==> src/rtl/r4_sdf_commutator_pkg.sv <==
// Shared types and helpers for the radix-4 SDF commutator.
package r4_sdf_commutator_pkg;

    typedef enum logic [1:0] {
        FILL   = 2'd0,
        ISSUE  = 2'd1,
        WAIT   = 2'd2,
        UNLOAD = 2'd3
    } state_e;

    // Matches the pipeline depth of butterfly_radix4.
    localparam int unsigned BF_LAT_DEFAULT = 5;

    function automatic int unsigned idx_width(input int unsigned n);
        int unsigned l;
        l = n / 4;
        if (l < 2) l = 2;
        return $clog2(l);
    endfunction

endpackage

==> src/rtl/r4_bank_ram.sv <==
// Single-write, single-read complex register bank with combinational read.
module r4_bank_ram #(
    parameter int unsigned WIDTH = 32,
    parameter int unsigned AW    = 2
) (
    input  logic             clk_i,
    input  logic             we_i,
    input  logic [AW-1:0]    waddr_i,
    input  logic [WIDTH-1:0] wr_i,
    input  logic [WIDTH-1:0] wi_i,
    input  logic [AW-1:0]    raddr_i,
    output logic [WIDTH-1:0] rr_o,
    output logic [WIDTH-1:0] ri_o
);

    logic [WIDTH-1:0] mem_r [2**AW];
    logic [WIDTH-1:0] mem_i [2**AW];

    always_ff @(posedge clk_i) begin
        if (we_i) begin
            mem_r[waddr_i] <= wr_i;
            mem_i[waddr_i] <= wi_i;
        end
    end

    assign rr_o = mem_r[raddr_i];
    assign ri_o = mem_i[raddr_i];

endmodule

==> src/rtl/r4_sdf_commutator.sv <==
// Frame commutator around a radix-4 butterfly: buffers a frame, issues
// 4-way operand groups, captures delayed results and re-serializes them.
module r4_sdf_commutator
    import r4_sdf_commutator_pkg::*;
#(
    parameter int unsigned WIDTH  = 32,
    parameter int unsigned N      = 16,
    parameter int unsigned BF_LAT = BF_LAT_DEFAULT
) (
    input  logic                      clock,
    input  logic                      reset_n,
    input  logic [WIDTH-1:0]          in_r,
    input  logic [WIDTH-1:0]          in_i,
    input  logic                      in_valid,
    output logic                      in_ready,
    output logic [WIDTH-1:0]          ar,
    output logic [WIDTH-1:0]          ai,
    output logic [WIDTH-1:0]          br,
    output logic [WIDTH-1:0]          bi,
    output logic [WIDTH-1:0]          cr,
    output logic [WIDTH-1:0]          ci,
    output logic [WIDTH-1:0]          dr,
    output logic [WIDTH-1:0]          di,
    output logic [idx_width(N)-1:0]   tw_idx,
    output logic                      bf_issue,
    input  logic [WIDTH-1:0]          r1r,
    input  logic [WIDTH-1:0]          r1i,
    input  logic [WIDTH-1:0]          r2r,
    input  logic [WIDTH-1:0]          r2i,
    input  logic [WIDTH-1:0]          r3r,
    input  logic [WIDTH-1:0]          r3i,
    input  logic [WIDTH-1:0]          r4r,
    input  logic [WIDTH-1:0]          r4i,
    output logic [WIDTH-1:0]          out_r,
    output logic [WIDTH-1:0]          out_i,
    output logic                      out_valid,
    input  logic                      out_ready,
    output logic                      busy
);

    localparam int unsigned L  = N / 4;
    localparam int unsigned AW = idx_width(N);
    typedef logic [AW-1:0] addr_t;
    localparam addr_t LAST = addr_t'(L - 1);

    state_e           state_q;
    addr_t            addr_q, tw_q, out_addr_q;
    logic [1:0]       bank_q, out_bank_q;
    logic             in_ready_q, issue_q, out_valid_q, all_loaded_q;
    logic [WIDTH-1:0] a_r_q, a_i_q, b_r_q, b_i_q, c_r_q, c_i_q, d_r_q, d_i_q;
    logic [WIDTH-1:0] out_r_q, out_i_q;
    logic [BF_LAT-1:0] vld_sr_q;
    addr_t            k_sr_q [BF_LAT];

    logic             xfer, cap_v;
    addr_t            cap_k;
    logic [WIDTH-1:0] b_rd_r [3];
    logic [WIDTH-1:0] b_rd_i [3];
    logic [WIDTH-1:0] o_rd_r [4];
    logic [WIDTH-1:0] o_rd_i [4];
    logic [WIDTH-1:0] cap_r [4];
    logic [WIDTH-1:0] cap_i [4];

    assign xfer  = in_valid & in_ready_q;
    assign cap_v = vld_sr_q[BF_LAT-1];
    assign cap_k = k_sr_q[BF_LAT-1];

    assign cap_r = '{r1r, r2r, r3r, r4r};
    assign cap_i = '{r1i, r2i, r3i, r4i};

    for (genvar g = 0; g < 3; g++) begin : g_in_bank
        r4_bank_ram #(.WIDTH(WIDTH), .AW(AW)) u_bank (
            .clk_i   (clock),
            .we_i    (xfer && state_q == FILL && bank_q == 2'(g)),
            .waddr_i (addr_q),
            .wr_i    (in_r),
            .wi_i    (in_i),
            .raddr_i (addr_q),
            .rr_o    (b_rd_r[g]),
            .ri_o    (b_rd_i[g])
        );
    end

    for (genvar g = 0; g < 4; g++) begin : g_out_bank
        r4_bank_ram #(.WIDTH(WIDTH), .AW(AW)) u_bank (
            .clk_i   (clock),
            .we_i    (cap_v),
            .waddr_i (cap_k),
            .wr_i    (cap_r[g]),
            .wi_i    (cap_i[g]),
            .raddr_i (out_addr_q),
            .rr_o    (o_rd_r[g]),
            .ri_o    (o_rd_i[g])
        );
    end

    // Capture runs independently of the FSM state.
    always_ff @(posedge clock or negedge reset_n) begin
        if (!reset_n) begin
            vld_sr_q <= '0;
            for (int unsigned i = 0; i < BF_LAT; i++) k_sr_q[i] <= '0;
        end else begin
            vld_sr_q[0] <= issue_q;
            k_sr_q[0]   <= tw_q;
            for (int unsigned i = 1; i < BF_LAT; i++) begin
                vld_sr_q[i] <= vld_sr_q[i-1];
                k_sr_q[i]   <= k_sr_q[i-1];
            end
        end
    end

    always_ff @(posedge clock or negedge reset_n) begin
        if (!reset_n) begin
            state_q      <= FILL;
            addr_q       <= '0;
            bank_q       <= '0;
            in_ready_q   <= 1'b0;
            issue_q      <= 1'b0;
            tw_q         <= '0;
            {a_r_q, a_i_q, b_r_q, b_i_q} <= '0;
            {c_r_q, c_i_q, d_r_q, d_i_q} <= '0;
            out_addr_q   <= '0;
            out_bank_q   <= '0;
            all_loaded_q <= 1'b0;
            out_valid_q  <= 1'b0;
            out_r_q      <= '0;
            out_i_q      <= '0;
        end else begin
            case (state_q)
                FILL: begin
                    in_ready_q <= 1'b1;
                    if (xfer) begin
                        if (addr_q == LAST) begin
                            addr_q <= '0;
                            if (bank_q == 2'd2) begin
                                bank_q  <= '0;
                                state_q <= ISSUE;
                            end else begin
                                bank_q <= bank_q + 2'd1;
                            end
                        end else begin
                            addr_q <= addr_q + addr_t'(1);
                        end
                    end
                end
                ISSUE: begin
                    issue_q <= xfer;
                    if (xfer) begin
                        {a_r_q, a_i_q} <= {b_rd_r[0], b_rd_i[0]};
                        {b_r_q, b_i_q} <= {b_rd_r[1], b_rd_i[1]};
                        {c_r_q, c_i_q} <= {b_rd_r[2], b_rd_i[2]};
                        {d_r_q, d_i_q} <= {in_r, in_i};
                        tw_q <= addr_q;
                        if (addr_q == LAST) begin
                            addr_q     <= '0;
                            in_ready_q <= 1'b0;
                            state_q    <= WAIT;
                        end else begin
                            addr_q <= addr_q + addr_t'(1);
                        end
                    end
                end
                WAIT: begin
                    issue_q <= 1'b0;
                    if (cap_v && cap_k == LAST) state_q <= UNLOAD;
                end
                UNLOAD: begin
                    // One bubble on entry keeps the first read clear of the final capture write.
                    if (!out_valid_q || out_ready) begin
                        if (!all_loaded_q) begin
                            out_r_q     <= o_rd_r[out_bank_q];
                            out_i_q     <= o_rd_i[out_bank_q];
                            out_valid_q <= 1'b1;
                            if (out_addr_q == LAST) begin
                                out_addr_q <= '0;
                                if (out_bank_q == 2'd3) all_loaded_q <= 1'b1;
                                else                    out_bank_q   <= out_bank_q + 2'd1;
                            end else begin
                                out_addr_q <= out_addr_q + addr_t'(1);
                            end
                        end else begin
                            out_valid_q  <= 1'b0;
                            all_loaded_q <= 1'b0;
                            out_bank_q   <= '0;
                            in_ready_q   <= 1'b1;
                            state_q      <= FILL;
                        end
                    end
                end
                default: state_q <= FILL;
            endcase
        end
    end

    assign in_ready  = in_ready_q;
    assign bf_issue  = issue_q;
    assign tw_idx    = tw_q;
    assign {ar, ai, br, bi} = {a_r_q, a_i_q, b_r_q, b_i_q};
    assign {cr, ci, dr, di} = {c_r_q, c_i_q, d_r_q, d_i_q};
    assign out_r     = out_r_q;
    assign out_i     = out_i_q;
    assign out_valid = out_valid_q;
    assign busy      = (state_q != FILL) || (addr_q != '0) || (bank_q != '0);

endmodule
==> config.mk <==
export PLATFORM = sky130hd
export DESIGN_NAME = r4_sdf_commutator
export DESIGN_NICKNAME = d
export VERILOG_FILES = /design/src/rtl/r4_sdf_commutator_pkg.sv /design/src/rtl/r4_bank_ram.sv /design/src/rtl/r4_sdf_commutator.sv
export SDC_FILE = /design/constraint.sdc
export NUM_CORES = 2
export LEC_CHECK = 0
export CORE_MARGIN = 2
export CORE_UTILIZATION = 58
export CTS_CLUSTER_SIZE = 8
export DETAILED_ROUTE_END_ITERATION = 8
export GPL_TIMING_DRIVEN = 0
export PLACE_DENSITY = 0.83
export SYNTH_ARGS = -nofsm -noshare
export SYNTH_HDL_FRONTEND = slang
export SYNTH_HIERARCHICAL = 1
export SYNTH_SLANG_ARGS = --single-unit
==> constraint.sdc <==
create_clock -name clock -period 8.44 [get_ports clock]
set_input_delay 0.844 -clock clock [delete_from_list [all_inputs] [get_ports clock]]
set_output_delay 0.844 -clock clock [all_outputs]
set_load 0.03 [all_outputs]
==> metrics <==
status=complete, no violations; Critical Path AT=3.13 ns; fillers=7095; clock skew=0.0621 ns; Hold Vio Cnt, Final=0; Synth Warn #=6; CTS H-tree depth=5; CP bufs+invs=2; Seq cells post-synth=2143; Final Max Slew Viols=0; DRC marker count from the first detailed-route iteration=5550; Pleak=33.7 nW; final number of setup-violating endpoints=0; Mapped Area=80100 µm²; router iterations before antenna repair=5; DR WL/cell=36.3 µm; site row count=136; Reg clk slew, reported paths=0.05 ns; antenna viol nets, final=0; first-pass GRT wire length=325000 µm; Least-Margin Pin Slew=1.13 ns; CTS Buf Count=319; Hold WC Path Type=reg2reg; Worst path slowest cell=dfrtp_1; Sequential cell area=62600 µm²; DRT Wirelength=231000 µm; Vias=41842; Comb power frac=31.4%; Flop pwr share=37.2%; Cells after Synth=3223; core area=137000 µm²; worst-path maximum fanout=20; total of max-cap violations=0; GPL Wtd Cong=0.789; root buffer cell=clkbuf_16; vias in the first global route=43967; largest net degree at the start of global routing=108; number of setup buffers added after CTS=0; Seq/Total Area, Yosys=78.1%; family with the most delay on the worst path=buffers and inverters; ys flop type=edfxtp_1; area of the multi-input gates=16100 µm²; Avg Cell Area, Syn=24.9 µm²; Rel. slew slack=24.8%; clock share of power=31.4%; Starting Density=58.3%; Total Power=37.2 mW; CP cell instances=inv_1 > ha_1 > nand3_1 > clkdlybuf4s50_1; Vias/cell=6.58; Layout area overhead=24.4%; initial antenna violation count=77; Die W=376 µm; crit end category=primary output; CTS max path bufs=4; IO Pins=650; die area=141000 µm²; CTS tree=built; GRT Resource Usage Total=32.9%; NumNets Final=4614; Switching Fraction=31.3%; Final period util=47.1%; I/O Buffers=649; Async SR Flop Fraction=16.4%; Sink Count=2143; worst skew pair latency=0.91 ns; number of enable flip-flop cells after synthesis=1792; Pint=25.6 mW; grt ovf=0; Psw=11.7 mW; VDD IR-drop max=0.000317 V; Die Height=376 µm; Critical Path RT=7.60 ns; crit path launch type=register; DRC viols=0; syn_nets=3558; Final HPWL DP=132000 µm; unrepaired setup endpoints after global routing=no; max incr delay on CP=0.81 ns; Setup Crit Path Kind=reg2out; Fmax=252 MHz; Yosys cell types=39; utilization after layout=72.6%; clock period minus worst slack=3.97 ns; share of post-route cells with drive strength above 1=30.5%; Cell Pwr Density=374 nW/µm²
area by class of cell:
cell class                      instances  area share [%]
Sequential cell                      2143            62.8
Multi-Input combinational cell        926            16.1
Clock buffer                          539            9.06
Timing Repair Buffer                  735            7.90
Tap cell                             1794            2.25
Buffer                                147            1.57
Antenna cell                           66           0.166
Clock inverter                          6          0.0916
Inverter                                7          0.0264
cell usage after synthesis, types with 7 or more instances:
library cell | count | area share, %
buf_6 | 32 | 0.45
buf_2 | 58 | 0.36
mux4_1 | 28 | 0.92
mux2_2 | 295 | 4.1
dfrtp_1 | 351 | 11
ha_1 | 11 | 0.17
buf_12 | 42 | 1.0
nand2_1 | 8 | 0.037
o21ai_0 | 7 | 0.044
mux2_1 | 30 | 0.42
edfxtp_1 | 1792 | 67
inv_1 | 7 | 0.033
mux4_2 | 484 | 14
nor3b_1 | 7 | 0.066
and3b_1 | 14 | 0.15
clkbuf_2 | 7 | 0.044
and3_1 | 7 | 0.055
through the flow:
step / setup slack [ns] / std cells / hold WS, ns / TNS, ns / area [µm²]
5_1_grt: 4.35 / 6355 / 0.353 / 0 / 99600
6_report: 4.47 / 6363 / 0.351 / 0 / 99700
3_5_place_dp: 4.62 / 5751 / 0.336 / 0 / 90400
2_1_floorplan: 1.83 / 3223 / 0.331 / 0 / 80100
4_1_cts: 4.44 / 6297 / 0.348 / 0 / 99500
3_3_place_gp: -12.19 / 5666 / 0.334 / -5753.71 / 88900
routing by layer:
metal	global-route usage, %	up-vias	part of all wire [%]
met3	9.38	718	11
li1	-	15884	-
met1	41.0	21894	34
met2	51.9	3314	49
met4	19.6	32	6.4
met5	0.137	-	0.097
worst paths after layout:
| check | cells past startpoint | to | from | slack (ns) |
|---|---|---|---|---|
| max | 4 | busy | addr_q[0] | 4.47 |
| min | 0 | k_sr_q[6] | k_sr_q[8] | 0.35 |
| max reg2reg | 9 | g_in_bank[1].u_bank/mem_r[0][26] | state_q[1] | 5.28 |
| min reg2reg | 0 | k_sr_q[6] | k_sr_q[8] | 0.35 |
| max in group asynchronous | 4 | di[28] | reset_n | 6.55 |
| min in group asynchronous | 2 | out_i[12] | reset_n | 0.49 |
worst reg2reg max path, stage by stage (launching register included):
cell and delay, ns:
dfrtp_1 0.43, inv_1 0.18, ha_1 0.29, nand2_1 0.11
nor2_1 0.23, nor3b_2 0.82, buf_6 0.25, buf_8 0.17
buf_6 0.17, buf_8 0.17
power groups by stage:
stage | Combinational [mW] | Sequential, mW | Clock (mW)
floorplan | 5.41 | 15.3 | 0
global placement | 10.9 | 13.9 | 0
detailed placement | 11.3 | 13.9 | 0
CTS | 11.7 | 13.8 | 11.8
global route | 12.0 | 13.9 | 12.2
finish | 11.7 | 13.8 | 11.7
registers in the layout, indices dropped and copies added (netlist names), 5 cells and up:
register / count
out_r: 32
br: 32
ci: 32
ar: 32
di: 32
k_sr_q: 8
g_in_bank.u_bank/mem_i: 384
ai: 32
vld_sr_q: 5
dr: 32
bi: 32
out_i: 32
g_out_bank.u_bank/mem_i: 512
g_in_bank.u_bank/mem_r: 384
cr: 32
g_out_bank.u_bank/mem_r: 512
cells by family (layout without fill, tap and decap cells):
family / count (synthesis) / after routing / share of synthesized area [%]
and+or+nand+nor: 59 / 59 / 0.467
other: 0 / 66 / 0
adders and majority gates: 11 / 11 / 0.172
DFF: 2143 / 2143 / 78.1
AOI/OAI and AO/OA: 18 / 18 / 0.150
muxes: 838 / 838 / 19.1
buffers and inverters: 154 / 1434 / 1.98
layout by cell type, fill, tap and decap left out, drive strengths merged:
cell              n
edfxtp         1792
clkdlybuf4s50   648
clkbuf          550
mux4            512
dfrtp           351
mux2            325
buf             222
diode            66
and3b            14
ha               11
inv              10
nand2             9
o21ai             7
and3              7
nor3b             7
nor2              6
nand3             6
nand2b            3
nor3              3
nor2b             2
a21o              2
a21oi             2
bufinv            2
and2              1
o211ai            1
a222oi            1
mux2i             1
a32o              1
a21boi            1
o21a              1
a311oi            1
nand3b            1
a31o              1
clkinv            1
dlygate4sd3       1
repair_timing:
item	CTS	global route
hold endpoints to repair	33	0
hold buffers	1	0
gates resized for setup	0	0
(Power assumes the default switching activity.)
